<file path="config.mk">
export PLATFORM = sky130hd
export DESIGN_NAME = cacheline_adapter_flat
export DESIGN_NICKNAME = d
export VERILOG_FILES = /design/src/rtl/cacheline_adapter_if.sv /design/src/rtl/cacheline_adapter.sv /design/src/flat_wrapper.sv
export SDC_FILE = /design/constraint.sdc
export NUM_CORES = 1
export LEC_CHECK = 0
export CAP_MARGIN = 20
export CORE_MARGIN = 5
export CORE_UTILIZATION = 25
export CTS_BUF_LIST = sky130_fd_sc_hd__clkbuf_8
export DETAILED_ROUTE_END_ITERATION = 8
export PLACE_DENSITY = 0.47
export SLEW_MARGIN = 40
export SYNTH_ARGS = -nofsm -noshare
export SYNTH_HDL_FRONTEND = slang
export SYNTH_SLANG_ARGS = --single-unit
</file>
<file path="constraint.sdc">
create_clock -name clk -period 51 [get_ports clk]
set_clock_uncertainty 0.05 [all_clocks]
set_input_delay 10.2 -clock clk [delete_from_list [all_inputs] [get_ports clk]]
set_output_delay 10.2 -clock clk [all_outputs]
set_load 0.005 [all_outputs]
</file>
<file path="src/rtl/cacheline_adapter_if.sv">
// -----------------------------------------------------------------------------
// cacheline_adapter_if
//
// Purpose: bundles the two buses seen by the cache-line adapter.
//   - DFP side: one full-line read/write request from the cache controller,
//     answered with a single-cycle completion pulse.
//   - bmem side: burst memory, BURST_WIDTH bits per beat.
//
// Signals:
//   dfp_addr    [ADDR_WIDTH]  line address from cache (byte address)
//   dfp_read                  line read request, held until dfp_resp
//   dfp_write                 line write request, held until dfp_resp
//   dfp_wdata   [LINE_WIDTH]  line to write
//   dfp_rdata   [LINE_WIDTH]  assembled read line
//   dfp_resp                  one-cycle completion pulse
//   bmem_addr   [ADDR_WIDTH]  line-aligned burst address
//   bmem_read                 read burst command
//   bmem_write                write beat valid
//   bmem_wdata  [BURST_WIDTH] write beat data
//   bmem_ready                memory can accept a new command
//   bmem_raddr  [ADDR_WIDTH]  address tag of returning read beats
//   bmem_rdata  [BURST_WIDTH] read beat data
//   bmem_rvalid               read beat valid
//   addr_err                  sticky returned-address mismatch flag
//
// Modports:
//   slave  - the adapter's view (consumes requests and memory responses)
//   master - the environment's view (cache controller plus burst memory)
// -----------------------------------------------------------------------------
interface cacheline_adapter_if #(
    parameter int LINE_WIDTH  = 256,
    parameter int BURST_WIDTH = 64,
    parameter int ADDR_WIDTH  = 32
);
    logic [ADDR_WIDTH-1:0]  dfp_addr;
    logic                   dfp_read;
    logic                   dfp_write;
    logic [LINE_WIDTH-1:0]  dfp_wdata;
    logic [LINE_WIDTH-1:0]  dfp_rdata;
    logic                   dfp_resp;

    logic [ADDR_WIDTH-1:0]  bmem_addr;
    logic                   bmem_read;
    logic                   bmem_write;
    logic [BURST_WIDTH-1:0] bmem_wdata;
    logic                   bmem_ready;
    logic [ADDR_WIDTH-1:0]  bmem_raddr;
    logic [BURST_WIDTH-1:0] bmem_rdata;
    logic                   bmem_rvalid;

    logic                   addr_err;

    modport slave (
        input  dfp_addr, dfp_read, dfp_write, dfp_wdata,
        input  bmem_ready, bmem_raddr, bmem_rdata, bmem_rvalid,
        output dfp_rdata, dfp_resp,
        output bmem_addr, bmem_read, bmem_write, bmem_wdata,
        output addr_err
    );

    modport master (
        output dfp_addr, dfp_read, dfp_write, dfp_wdata,
        output bmem_ready, bmem_raddr, bmem_rdata, bmem_rvalid,
        input  dfp_rdata, dfp_resp,
        input  bmem_addr, bmem_read, bmem_write, bmem_wdata,
        input  addr_err
    );
endinterface

</file>
<file path="src/rtl/cacheline_adapter.sv">
// -----------------------------------------------------------------------------
// cacheline_adapter
//
// Purpose: turns one full-line DFP read or write from the cache controller
// into a fixed-length burst of BEATS = LINE_WIDTH/BURST_WIDTH beats on the
// burst-memory interface. Read beats are assembled into a line; write lines
// are serialised into beats. Completion is a single-cycle dfp_resp.
//
// Ports:
//   clk  - clock
//   rst  - asynchronous active-high reset
//   bus  - cacheline_adapter_if.slave (DFP request side + bmem burst side)
//
// Optional feature (macro CACHELINE_ADAPTER_RADDR_CHECK_EN):
//   defined   - read beats whose bmem_raddr differs from the latched line
//               address are dropped and set the sticky addr_err flag.
//   undefined - bmem_raddr is ignored and addr_err is constant 0.
// -----------------------------------------------------------------------------
module cacheline_adapter #(
    parameter int LINE_WIDTH  = 256,
    parameter int BURST_WIDTH = 64,
    parameter int ADDR_WIDTH  = 32
) (
    input logic                clk,
    input logic                rst,
    cacheline_adapter_if.slave bus
);
    localparam int BEATS    = LINE_WIDTH / BURST_WIDTH;
    localparam int CNT_W    = (BEATS > 1) ? $clog2(BEATS) : 1;
    localparam int OFFSET_W = $clog2(LINE_WIDTH / 8);
    localparam logic [CNT_W-1:0] LAST_BEAT = CNT_W'(BEATS - 1);

    typedef enum logic [2:0] {
        IDLE,
        RD_CMD,
        RD_BEAT,
        WR_BEAT,
        RESP
    } state_t;

    // A line viewed as an array of beats, so beat k is simply line[k].
    typedef logic [BEATS-1:0][BURST_WIDTH-1:0] line_t;

    state_t                r_state;
    state_t                w_state_next;
    logic [CNT_W-1:0]      r_cnt;
    logic [ADDR_WIDTH-1:0] r_addr;
    line_t                 r_line;      // write line being sent, or read line being assembled
    line_t                 r_rdata;     // last completed read line
    logic                  r_addr_err;

    logic [ADDR_WIDTH-1:0] w_line_addr;
    logic                  w_beat_in;   // read beat accepted this cycle
    logic                  w_beat_out;  // write beat issued this cycle
    logic                  w_raddr_bad;
    line_t                 w_line_asm;
    logic                  w_unused_offset;

    assign w_line_addr     = {bus.dfp_addr[ADDR_WIDTH-1:OFFSET_W], {OFFSET_W{1'b0}}};
    assign w_unused_offset = ^bus.dfp_addr[OFFSET_W-1:0];

`ifdef CACHELINE_ADAPTER_RADDR_CHECK_EN
    assign w_raddr_bad = (bus.bmem_raddr != r_addr);
`else
    logic w_unused_raddr;
    assign w_raddr_bad    = 1'b0;
    assign w_unused_raddr = ^bus.bmem_raddr;
`endif

    // -------------------------------------------------------------------------
    // State register
    // -------------------------------------------------------------------------
    // NOTE: clocked state uses non-blocking assignments so every flop samples
    // pre-edge values regardless of block evaluation order.
    always_ff @(posedge clk or posedge rst) begin
        if (rst) begin
            r_state <= IDLE;
        end else begin
            r_state <= w_state_next;
        end
    end

    // -------------------------------------------------------------------------
    // Next-state and output decode
    // -------------------------------------------------------------------------
    // NOTE: every signal driven here gets a default first, so no path through
    // the case statement can leave one unassigned and infer a latch.
    always_comb begin
        w_state_next   = r_state;
        w_beat_in      = 1'b0;
        w_beat_out     = 1'b0;
        bus.bmem_read  = 1'b0;
        bus.bmem_write = 1'b0;
        bus.dfp_resp   = 1'b0;

        case (r_state)
            IDLE: begin
                // Write wins so a dirty victim is written back before the fill.
                if (bus.dfp_write) begin
                    w_state_next = WR_BEAT;
                end else if (bus.dfp_read) begin
                    w_state_next = RD_CMD;
                end
            end

            RD_CMD: begin
                bus.bmem_read = 1'b1;
                if (bus.bmem_ready) begin
                    w_state_next = RD_BEAT;
                end
            end

            RD_BEAT: begin
                w_beat_in = bus.bmem_rvalid && !w_raddr_bad;
                if (w_beat_in && (r_cnt == LAST_BEAT)) begin
                    w_state_next = RESP;
                end
            end

            WR_BEAT: begin
                // Only the first beat waits for ready; once the burst has
                // started the remaining beats go out back to back.
                w_beat_out     = bus.bmem_ready || (r_cnt != '0);
                bus.bmem_write = w_beat_out;
                if (w_beat_out && (r_cnt == LAST_BEAT)) begin
                    w_state_next = RESP;
                end
            end

            RESP: begin
                bus.dfp_resp = 1'b1;
                w_state_next = IDLE;
            end

            default: begin
                w_state_next = IDLE;
            end
        endcase
    end

    // Line with the incoming beat merged into slot r_cnt.
    always_comb begin
        w_line_asm        = r_line;
        w_line_asm[r_cnt] = bus.bmem_rdata;
    end

    // -------------------------------------------------------------------------
    // Datapath: address latch, line buffer, beat counter, error flag
    // -------------------------------------------------------------------------
    // NOTE: the line buffers are reset (not left uninitialised like a RAM)
    // because they drive dfp_rdata/bmem_wdata directly and those must read 0
    // out of reset.
    always_ff @(posedge clk or posedge rst) begin
        if (rst) begin
            r_cnt      <= '0;
            r_addr     <= '0;
            r_line     <= '0;
            r_rdata    <= '0;
            r_addr_err <= 1'b0;
        end else begin
            if ((r_state == IDLE) && (bus.dfp_write || bus.dfp_read)) begin
                r_addr <= w_line_addr;
            end

            if ((r_state == IDLE) && bus.dfp_write) begin
                r_line <= bus.dfp_wdata;
            end

            if (w_beat_in) begin
                r_line <= w_line_asm;
                if (r_cnt == LAST_BEAT) begin
                    r_rdata <= w_line_asm;
                end
            end

            // The counter is back at 0 after the last beat, so the next
            // transaction always starts from slot 0.
            if (w_beat_in || w_beat_out) begin
                r_cnt <= (r_cnt == LAST_BEAT) ? '0 : r_cnt + 1'b1;
            end

            if ((r_state == RD_BEAT) && bus.bmem_rvalid && w_raddr_bad) begin
                r_addr_err <= 1'b1;
            end
        end
    end

    // -------------------------------------------------------------------------
    // Registered outputs
    // -------------------------------------------------------------------------
    assign bus.bmem_addr  = r_addr;
    assign bus.bmem_wdata = (r_state == WR_BEAT) ? r_line[r_cnt] : '0;
    assign bus.dfp_rdata  = r_rdata;
    assign bus.addr_err   = r_addr_err;

endmodule

</file>
<file path="src/flat_wrapper.sv">
// flat-port wrapper written by rule: the top's interface ports become plain ports
module cacheline_adapter_flat 
#(
    parameter int LINE_WIDTH  = 256,
    parameter int BURST_WIDTH = 64,
    parameter int ADDR_WIDTH  = 32
)
  (clk, rst, bus_dfp_addr, bus_dfp_read, bus_dfp_write, bus_dfp_wdata, bus_bmem_ready, bus_bmem_raddr, bus_bmem_rdata, bus_bmem_rvalid, bus_dfp_rdata, bus_dfp_resp, bus_bmem_addr, bus_bmem_read, bus_bmem_write, bus_bmem_wdata, bus_addr_err);
  cacheline_adapter_if #(.LINE_WIDTH(LINE_WIDTH), .BURST_WIDTH(BURST_WIDTH), .ADDR_WIDTH(ADDR_WIDTH)) bus_i ();
  input logic clk;
  input logic rst;
  input wire logic [$bits(bus_i.dfp_addr)-1:0] bus_dfp_addr;
  input wire logic [$bits(bus_i.dfp_read)-1:0] bus_dfp_read;
  input wire logic [$bits(bus_i.dfp_write)-1:0] bus_dfp_write;
  input wire logic [$bits(bus_i.dfp_wdata)-1:0] bus_dfp_wdata;
  input wire logic [$bits(bus_i.bmem_ready)-1:0] bus_bmem_ready;
  input wire logic [$bits(bus_i.bmem_raddr)-1:0] bus_bmem_raddr;
  input wire logic [$bits(bus_i.bmem_rdata)-1:0] bus_bmem_rdata;
  input wire logic [$bits(bus_i.bmem_rvalid)-1:0] bus_bmem_rvalid;
  output wire logic [$bits(bus_i.dfp_rdata)-1:0] bus_dfp_rdata;
  output wire logic [$bits(bus_i.dfp_resp)-1:0] bus_dfp_resp;
  output wire logic [$bits(bus_i.bmem_addr)-1:0] bus_bmem_addr;
  output wire logic [$bits(bus_i.bmem_read)-1:0] bus_bmem_read;
  output wire logic [$bits(bus_i.bmem_write)-1:0] bus_bmem_write;
  output wire logic [$bits(bus_i.bmem_wdata)-1:0] bus_bmem_wdata;
  output wire logic [$bits(bus_i.addr_err)-1:0] bus_addr_err;
  assign bus_i.dfp_addr = bus_dfp_addr;
  assign bus_i.dfp_read = bus_dfp_read;
  assign bus_i.dfp_write = bus_dfp_write;
  assign bus_i.dfp_wdata = bus_dfp_wdata;
  assign bus_i.bmem_ready = bus_bmem_ready;
  assign bus_i.bmem_raddr = bus_bmem_raddr;
  assign bus_i.bmem_rdata = bus_bmem_rdata;
  assign bus_i.bmem_rvalid = bus_bmem_rvalid;
  assign bus_dfp_rdata = bus_i.dfp_rdata;
  assign bus_dfp_resp = bus_i.dfp_resp;
  assign bus_bmem_addr = bus_i.bmem_addr;
  assign bus_bmem_read = bus_i.bmem_read;
  assign bus_bmem_write = bus_i.bmem_write;
  assign bus_bmem_wdata = bus_i.bmem_wdata;
  assign bus_addr_err = bus_i.addr_err;
  cacheline_adapter #(.LINE_WIDTH(LINE_WIDTH), .BURST_WIDTH(BURST_WIDTH), .ADDR_WIDTH(ADDR_WIDTH)) u_core (.clk(clk), .rst(rst), .bus(bus_i));
endmodule
</file>
## Yosys cells after proc, flatten, opt, wreduce, memory -nomap -nowiden

Index checks and enable logic that the tools add are counted.

| word-level totals | value |
|---|---|
| word-level logic and storage cells | 55 |
| bits in registers | 544 |

| cells by class | value |
|---|---|
| eq/ne operators | 9 |
| multiplexer cells | 19 |
| $lt $le $gt $ge | 2 |
| $add $sub $neg | 1 |
| reductions and logical operators | 13 |

Operator list:

| operator | count |
|---|---|
| $mux 256 | 2 |
| $bwmux 256 | 1 |
| $mux 64 | 3 |
| $bmux 64 s2 | 1 |
| $demux 64 s2 | 1 |
| $mux 3 | 5 |
| $pmux 3 s4 | 1 |
| $eq 3x2->1 const B | 2 |
| $logic_and 1x1->1 | 5 |
| $mux 1 | 4 |
| $ne 2x1->1 const B | 2 |
| $reduce_and 4->1 | 1 |
| $reduce_bool 2->1 | 2 |
| $eq 3x1->1 const B | 1 |
| $eq 3x3->1 const B | 1 |
| $logic_not 3->1 | 1 |
| $logic_or 1x1->1 | 3 |
| $lt 2x3->1 const B | 1 |
| $ne 3x3->1 const B | 1 |
| $add 2x1->2 const B | 1 |
| $eq 2x2->1 const B | 1 |
| $ge 2x1->1 const B | 1 |
| $mux 2 | 1 |
| $ne 2x2->1 const B | 1 |
| $reduce_and 2->1 | 1 |

## Longest topological paths before layout

Gate-level depths: netlist (run 1).

| logic depth | value |
|---|---|
| depth in word-level cells | 6 |
| gate-level depth with buffers | 10 |
| mapped depth without buffers | 4 |

## Least setup slack after synthesis (run 1)

Ideal clock, no wire load.

| timing path | value |
|---|---|
| path kind | input to output |
| start point | input bus_bmem_ready |
| end point | output bus_bmem_write |
| arrival | 10.391 ns |
| path slack | 30.359 ns |
| cell stages on the path | 2 |
| required time | 40.750 ns |
| path through | inv_1 a21oi_1 |

| on the way | value |
|---|---|
| word-level cells in the longest chain between the ends | 2 |

Ends and longest elaborated chain:

| item | line | RTL |
|---|---|---|
| from (decl) | flat_wrapper.sv:16 | `input wire logic [$bits(bus_i.bmem_ready)-1:0] bus_bmem_ready;` |
| $logic_or 1x1->1 | cacheline_adapter.sv:123 | `w_beat_out = bus.bmem_ready \|\| (r_cnt != '0);` |
| $mux 1 | cacheline_adapter.sv:96 | `case (r_state)` |
| to (decl) | flat_wrapper.sv:24 | `output wire logic [$bits(bus_i.bmem_write)-1:0] bus_bmem_write;` |

No other way between the ends.

## Final worst setup path (run 1)

Ends and elaborated chain as after synthesis.

==> impl_metrics.json, run 1 <==
{
  "worstReg2RegEnd": "u_core.r_line[124]$_DFFE_PP0P_",
  "gr-total-overflow": 0,
  "cts_setup_buffers": 0,
  "drtIter0Drc": 1815,
  "synthTopCellsByCount": "544 x dfrtp_1, 387 x o21ai_0, 193 x mux2i_1",
  "regArea_sq_um": 13600,
  "vias": 22200,
  "multiInputGateArea_sq_um": 11400,
  "io_pins": 746,
  "cts_hold_buf": 0,
  "final_net_count": 3151,
  "relSlewSlack": 0.446,
  "drive_above_1_share": 0.153,
  "async_reset_ff_frac": 1.00,
  "ys_seq_elements": 544,
  "synth_top_area_share": 0.526,
  "synth_most_common_cell": "dfrtp_1",
  "path_delay_family": "buffers and inverters",
  "setup_violations": 0,
  "fp-row-count": 118,
  "synth-edff-count": 0,
  "first_global_vias": 23200,
  "gp_congestion": 0.811,
  "holdWs_ns": 0.446,
  "coreArea_sq_um": 103000,
  "min_path_type": "flop to flop",
  "ys_types": 37,
  "cts_tree": "built",
  "avgSynthCellArea_sq_um": 12.2,
  "r2r_cells": 6,
  "powerDensity_nw_per_um2": 64.8,
  "port_buffers": 702,
  "hpwl_um": 75800,
  "crit_fanout": 3,
  "ir_worst_vdd_v": 0.0000286,
  "grt_max_degree": 149,
  "crit_arrival_ns": 11.50,
  "yosys.area.top_type": "dfrtp_1",
  "fmax_ghz": 0.0460,
  "track_usage": 0.205,
  "post-route-min-period_ns": 21.75,
  "critical_path_buf_inv_count": 3,
  "die_height_um": 332,
  "rsz0062_at_grt": "no",
  "r2r-start": "u_core.r_cnt[1]$_DFFE_PP0P_",
  "vias_per_cell": 5.22,
  "worst_pin_slew_ns": 0.831,
  "die-area_sq_um": 110000,
  "critical_path.max_stage_delay_ns": 0.56,
  "syn_area_sq_um": 25900,
  "avgRoutedWirePerCell_um": 27.8,
  "cp-end-kind": "output port",
  "status": "complete, no violations",
  "synth-seq-area-share": 0.526,
  "reg2reg_setup_slack_ns": 47.23,
  "crit_type": "input port to output port",
  "htree_num_levels": 3,
  "hold_violations": 0,
  "fillers": 10100,
  "antenna_found_initial": 26,
  "post_cts_resized": 0,
  "postSynthCellCount": 2124,
  "cts-root-buf": "clkbuf_8",
  "cp_common_cell": "clkdlybuf4s50_1",
  "crit_cells": 4,
  "ant_nets": 0,
  "synth.area.top_cells": "dfrtp_1 53%, o21ai_0 7.5%, mux2i_1 7.5%",
  "ys.flop_type": "dfrtp_1",
  "p_leak_uw": 0.0152,
  "clk_pin_slew_ns": 0.06,
  "start_util": 0.251,
  "yosys_warnings": 0,
  "crit_end": "bus_bmem_write",
  "numCtsBuffers": 106,
  "cap_violations": 0,
  "finalCritPeriodShare": 0.426,
  "area_delta_synth_final_pct": 41.0,
  "finalWirelength_um": 118000,
  "cts_sinks": 544,
  "startpoint": "bus_bmem_ready",
  "drv_slew": 0,
  "dr.pass1.iters": 7,
  "die_w_um": 332,
  "start_kind": "input port",
  "drcViolationCount": 0,
  "cp.required_ns": 40.75,
  "critPathSlowestCell": "clkdlybuf4s50_1",
  "worstPathCellList": "clkdlybuf4s50_1 > inv_1 > a21oi_1 > clkdlybuf4s50_1",
  "timing.setup.tns_ns": 0,
  "clk_path_buf_depth": 3,
  "clock_latency_ns": 0.75,
  "grt_pass1_wl_um": 172000
}
[sequential cells by signal (all words and copies together), names as in the netlist]
| register | flops |
|---|---|
| u_core.r_state | 3 |
| u_core.r_line | 256 |
| u_core.r_cnt | 2 |
| u_core.bus.bmem_addr | 27 |
| u_core.bus.dfp_rdata | 256 |
[metrics by stage]
step,cell area (sq um),power [uW],instances,worst slack (ns),util
floorplan,25900,1340,2129,25.54,-
global placement,34100,1900,4022,29.24,0.330
detailed placement,34200,1920,4026,29.25,0.332
CTS,36400,2390,4220,29.24,0.353
global route,36500,2500,4242,29.18,0.354
finish,36500,2370,4244,29.25,0.354
[cells in the final DEF (no fill, tap or decap), types with 5 or more instances in the layout]
master | Yosys | layout
mux2i_1 | 193 | 193
diode_2 | 0 | 22
o221a_2 | 63 | 63
clkinvlp_4 | 0 | 5
mux4_2 | 64 | 64
and3_1 | 192 | 192
nor2b_1 | 64 | 64
buf_6 | 5 | 15
inv_1 | 8 | 45
buf_12 | 0 | 5
clkbuf_8 | 0 | 139
clkdlybuf4s50_1 | 0 | 702
conb_1 | 1 | 6
clkinv_2 | 0 | 10
dfrtp_1 | 544 | 542
buf_4 | 8 | 22
o21ai_0 | 387 | 387
mux2_2 | 91 | 91
a221o_1 | 192 | 192
nand2b_1 | 65 | 65
[layer usage]
| metal | track usage | share of wire |
|---|---|---|
| met5 | 0 | 0.00039 |
| met4 | 0.0632 | 0.025 |
| met3 | 0.0638 | 0.081 |
| met2 | 0.338 | 0.49 |
| met1 | 0.259 | 0.41 |
[layout make-up]
cell class	instances	area share
timing repair buffer	746	0.206
antenna	22	0.00151
clock inverter	55	0.00723
inverter	8	0.00130
clock buffer	139	0.0524
sequential	544	0.373
multi-input combinational	1350	0.312
tap	1380	0.0473
[power breakdown]
group          switching, uW  total, uW  leakage (uW)  internal (uW)
logic                    543       1130       0.00723            584
clock network            206        454       0.00126            247
registers                152        786       0.00669            635
total                    902       2370        0.0152           1470
[worst min-delay path by stage]
stage,startpoint,endpoint,slack [ns],cells past startpoint
5_1_grt,u_core.bus.dfp_rdata[236]$_DFFE_PP0P_,u_core.bus.dfp_rdata[236]$_DFFE_PP0P_,0.47,1
2_1_floorplan,u_core.bus.bmem_addr[31]$_DFFE_PP0P_,u_core.bus.bmem_addr[31]$_DFFE_PP0P_,0.43,1
4_1_cts,u_core.bus.bmem_addr[31]$_DFFE_PP0P_,u_core.bus.bmem_addr[31]$_DFFE_PP0P_,0.45,1
3_5_place_dp,u_core.bus.bmem_addr[31]$_DFFE_PP0P_,u_core.bus.bmem_addr[31]$_DFFE_PP0P_,0.44,1
3_3_place_gp,u_core.bus.bmem_addr[31]$_DFFE_PP0P_,u_core.bus.bmem_addr[31]$_DFFE_PP0P_,0.42,1
6_report,u_core.bus.bmem_addr[31]$_DFFE_PP0P_,u_core.bus.bmem_addr[31]$_DFFE_PP0P_,0.45,1
[cells by family after synthesis]
kind of cell	share of synthesized area
compound gates	0.179
flops	0.526
mux	0.170
simple gates	0.0825
buf+inv	0.0397
fa+ha+maj	0.00242
other cells	0.000145
Power figures use the tool's default switching activity.
==> run 2, diff against run 1 <==
Clock period 51 ns to 21.9 ns, I/O delays scaled along.
==> impl_metrics.json, run 2 (synthesis gave the netlist of run 1 again) <==
{
  "regArea_sq_um": 13600,
  "r2r-start": "u_core.r_state[0]$_DFFE_PP0P_",
  "clk_pin_slew_ns": 0.06,
  "layout_common_cells": "702 x clkdlybuf4s50_1, 542 x dfrtp_1, 387 x o21ai_0",
  "reg2reg_setup_slack_ns": 18.16,
  "relSlewSlack": 0.435,
  "worst_pin_slew_ns": 0.847,
  "drcViolationCount": 0,
  "cts_tree": "built",
  "final_common_cell": "clkdlybuf4s50_1",
  "gp_congestion": 0.816,
  "cp-end-kind": "output port",
  "port_buffers": 702,
  "die_height_um": 332,
  "ant_nets": 0,
  "vias_per_cell": 5.24,
  "p_leak_uw": 0.0151,
  "holdWs_ns": 0.454,
  "cp.required_ns": 17.47,
  "first_global_vias": 23500,
  "drtIter0Drc": 1923,
  "gr-total-overflow": 0,
  "die_w_um": 332,
  "worstReg2RegEnd": "u_core.r_line[175]$_DFFE_PP0P_",
  "crit_end": "bus_bmem_write",
  "area_delta_synth_final_pct": 41.0,
  "hpwl_um": 75800,
  "track_usage": 0.207,
  "avgRoutedWirePerCell_um": 28.1,
  "fillers": 10100,
  "coreArea_sq_um": 103000,
  "post-route-min-period_ns": 10.13,
  "r2r_cells": 7,
  "numCtsBuffers": 105,
  "vias": 22300,
  "dr.pass1.iters": 8,
  "crit_arrival_ns": 5.70,
  "finalWirelength_um": 119000,
  "finalCritPeriodShare": 0.463,
  "fmax_ghz": 0.0987,
  "min_path_type": "flop to flop",
  "io_pins": 746,
  "antenna_found_initial": 35,
  "cts_setup_buffers": 0,
  "crit_fanout": 3,
  "clk_path_buf_depth": 3,
  "start_kind": "input port",
  "setup_violations": 0,
  "die-area_sq_um": 110000,
  "clock_latency_ns": 0.75,
  "multiInputGateArea_sq_um": 11400,
  "cap_violations": 0,
  "status": "complete, no violations",
  "cts-root-buf": "clkbuf_8",
  "ir_worst_vdd_v": 0.0000825,
  "crit_type": "input port to output port",
  "rsz0062_at_grt": "no",
  "htree_num_levels": 3,
  "fp-row-count": 118,
  "startpoint": "bus_bmem_ready",
  "hold_violations": 0,
  "grt_pass1_wl_um": 173000,
  "cts_sinks": 544,
  "cts_hold_buf": 0,
  "start_util": 0.251,
  "final_net_count": 3147,
  "post_cts_resized": 0,
  "grt_max_degree": 132,
  "powerDensity_nw_per_um2": 152,
  "drv_slew": 0,
  "drive_above_1_share": 0.154,
  "timing.setup.tns_ns": 0
}
run 2: worst max-delay path, stage by stage:
cell,delay [ns]
clkdlybuf4s50_1,0.49
inv_1,0.08
a21oi_1,0.15
clkdlybuf4s50_1,0.60
run 2: area by class of cell:
| cell class | instances | share of cell area |
|---|---|---|
| well taps | 1380 | 0.0473 |
| inverters | 8 | 0.00130 |
| flip-flops and latches | 544 | 0.373 |
| multi-input cells | 1350 | 0.312 |
| clock buffers | 144 | 0.0543 |
| diodes | 33 | 0.00226 |
| clock inverters | 48 | 0.00644 |
| repair buffers | 743 | 0.204 |
run 2: stage by stage:
stage | utilization | setup WS [ns] | instance area, sq um | std cells | total power, uW
CTS | 0.353 | 11.74 | 36400 | 4216 | 5590
finish | 0.354 | 11.77 | 36500 | 4250 | 5540
global placement | 0.331 | 11.76 | 34100 | 4024 | 4430
detailed placement | 0.331 | 11.75 | 34200 | 4024 | 4480
global route | 0.354 | 11.69 | 36500 | 4245 | 5840
floorplan | - | 2.26 | 25900 | 2129 | 3120
run 2: worst min path at each step:
stage                                                      from                                     to  cells after the start
after detailed placement  u_core.bus.dfp_rdata[236]$_DFFE_PP0P_  u_core.bus.dfp_rdata[236]$_DFFE_PP0P_                      1
final                     u_core.bus.dfp_rdata[231]$_DFFE_PP0P_  u_core.bus.dfp_rdata[231]$_DFFE_PP0P_                      1
after floorplan            u_core.bus.bmem_addr[31]$_DFFE_PP0P_   u_core.bus.bmem_addr[31]$_DFFE_PP0P_                      1
after global placement     u_core.bus.bmem_addr[31]$_DFFE_PP0P_   u_core.bus.bmem_addr[31]$_DFFE_PP0P_                      1
after global routing      u_core.bus.dfp_rdata[236]$_DFFE_PP0P_  u_core.bus.dfp_rdata[236]$_DFFE_PP0P_                      1
after CTS                 u_core.bus.dfp_rdata[236]$_DFFE_PP0P_  u_core.bus.dfp_rdata[236]$_DFFE_PP0P_                      1
run 2: routing by layer:
| metal | wire [um] | part of all wire | track usage | vias up |
|---|---|---|---|---|
| met4 | 3530 | 0.030 | 0.0891 | 4 |
| met5 | 27 | 0.00023 | 0 | - |
| met2 | 57700 | 0.48 | 0.334 | 1016 |
| met1 | 47900 | 0.40 | 0.255 | 11700 |
| met3 | 10300 | 0.086 | 0.0657 | 172 |
| li1 | - | - | - | 9428 |
run 2: where the power goes:
part	internal, uW	switching, uW
Clock	592	483
Combinational	1350	1290
Sequential	1480	340
==> run 3, diff against run 2 <==
Clock period 21.9 ns to 10.3 ns, I/O delays scaled along.
==> impl_metrics.json, run 3 (synthesis gave the netlist of run 1 again) <==
{
  "clock_latency_ns": 0.74,
  "worstPathCellList": "buf_12 > buf_6 > mux4_2 > nor2b_1 > clkdlybuf4s50_1",
  "io_pins": 746,
  "fmax_ghz": 0.173,
  "min_path_type": "flop to flop",
  "final_common_cell": "clkdlybuf4s50_1",
  "holdWs_ns": 0.440,
  "drive_above_1_share": 0.151,
  "critical_path.max_stage_delay_ns": 0.73,
  "die_height_um": 332,
  "worst_pin_slew_ns": 0.840,
  "cts_tree": "built",
  "setup_violations": 0,
  "start_kind": "flop",
  "first_global_vias": 23400,
  "status": "complete, no violations",
  "seqPwrFrac": 0.334,
  "track_usage": 0.205,
  "p_leak_uw": 0.0151,
  "crit_arrival_ns": 3.67,
  "rsz0062_at_grt": "no",
  "hpwl_um": 76100,
  "powerDensity_nw_per_um2": 319,
  "drtIter0Drc": 1690,
  "die-area_sq_um": 110000,
  "final_net_count": 3149,
  "crit_fanout": 36,
  "finalWirelength_um": 118000,
  "cts_sinks": 544,
  "cts_hold_buf": 0,
  "drv_slew": 0,
  "port_buffers": 702,
  "ant_nets": 0,
  "layout_common_cells": "702 x clkdlybuf4s50_1, 542 x dfrtp_1, 387 x o21ai_0",
  "start_util": 0.251,
  "avgRoutedWirePerCell_um": 27.9,
  "fillers": 10200,
  "grt_pass1_wl_um": 171000,
  "cts-root-buf": "clkbuf_8",
  "gr-total-overflow": 0,
  "gp_congestion": 0.809,
  "post_cts_resized": 0,
  "cap_violations": 0,
  "coreArea_sq_um": 103000,
  "fp-row-count": 118,
  "cp-end-kind": "output port",
  "p_clk_frac": 0.187,
  "relSlewSlack": 0.440,
  "finalCritPeriodShare": 0.561,
  "area_delta_synth_final_pct": 40.7,
  "grt_max_degree": 167,
  "vias": 22100,
  "critPathSlowestCell": "dfrtp_4",
  "crit_type": "flop to output port",
  "numCtsBuffers": 106,
  "p_int_uw": 7170,
  "hold_violations": 0,
  "antenna_found_initial": 25,
  "p_comb_frac": 0.479,
  "cts_setup_buffers": 0,
  "htree_num_levels": 3,
  "clk_pin_slew_ns": 0.06,
  "swShare": 0.383,
  "clk_path_buf_depth": 3,
  "dr.pass1.iters": 8,
  "timing.setup.tns_ns": 0,
  "die_w_um": 332,
  "final_util": 0.353,
  "ir_worst_vdd_v": 0.000128,
  "cp.required_ns": 8.19,
  "drcViolationCount": 0,
  "vias_per_cell": 5.21,
  "p_switching_uw": 4450,
  "post-route-min-period_ns": 5.78
}
run 3: per-layer routing:
metal / wire, um / share of wire / global-route usage
met5: 25 / 0.00021 / 0
met1: 48900 / 0.41 / 0.259
met4: 3200 / 0.027 / 0.0741
met3: 8800 / 0.074 / 0.0582
met2: 57300 / 0.48 / 0.336
run 3: final cells by class:
type	instances	area (sq um)	area share
Timing Repair Buffer	744	7520	0.206
Multi-Input combinational cell	1350	11400	0.312
Inverter	8	38.8	0.00106
Antenna cell	24	60.1	0.00165
Clock buffer	133	1830	0.0502
Clock inverter	58	256	0.00704
Tap cell	1380	1730	0.0474
Sequential cell	544	13600	0.374
run 3: worst max-delay path: cells and delay by family, from the launching register on:
family,cells,cell delay [ns]
flip-flops,1,0.73
multiplexers,1,0.57
AND/OR/NAND/NOR,1,0.14
buffers and inverters,3,1.32
run 3: path summary, 6_finish.rpt:
| path | startpoint | end | cells after the start | slack, ns |
|---|---|---|---|---|
| max in group asynchronous | rst | u_core.r_cnt[1]$_DFFE_PP0P_ | 6 | 6.95 |
| worst min-delay path | u_core.bus.bmem_addr[31]$_DFFE_PP0P_ | u_core.bus.bmem_addr[31]$_DFFE_PP0P_ | 1 | 0.44 |
| min in group asynchronous | rst | u_core.r_line[221]$_DFFE_PP0P_ | 3 | 1.78 |
| worst max-delay path | u_core.r_cnt[0]$_DFFE_PP0P_ | bus_bmem_wdata[26] | 5 | 4.52 |
| worst max register to register | u_core.r_cnt[0]$_DFFE_PP0P_ | u_core.bus.dfp_rdata[219]$_DFFE_PP0P_ | 7 | 6.44 |
| worst min register to register | u_core.bus.bmem_addr[31]$_DFFE_PP0P_ | u_core.bus.bmem_addr[31]$_DFFE_PP0P_ | 1 | 0.44 |
run 3: power by group through the flow:
stage / registers (uW) / clock network (uW) / logic (uW)
after floorplan: 3680 / 0 / 2960
after global placement: 3870 / 0 / 5540
after detailed placement: 3890 / 0 / 5630
after CTS: 3870 / 2250 / 5660
after global routing: 3990 / 2330 / 5950
final: 3880 / 2170 / 5570
run 3: stage by stage:
step / instance area (sq um) / worst slack (ns) / total power (uW) / instances
after floorplan: 25900 / 0.790 / 6640 / 2129
after global placement: 34100 / 4.52 / 9410 / 4022
after detailed placement: 34200 / 4.73 / 9520 / 4024
after CTS: 36300 / 4.31 / 11800 / 4215
after global routing: 36400 / 4.25 / 12300 / 4235
final: 36400 / 4.52 / 11600 / 4241
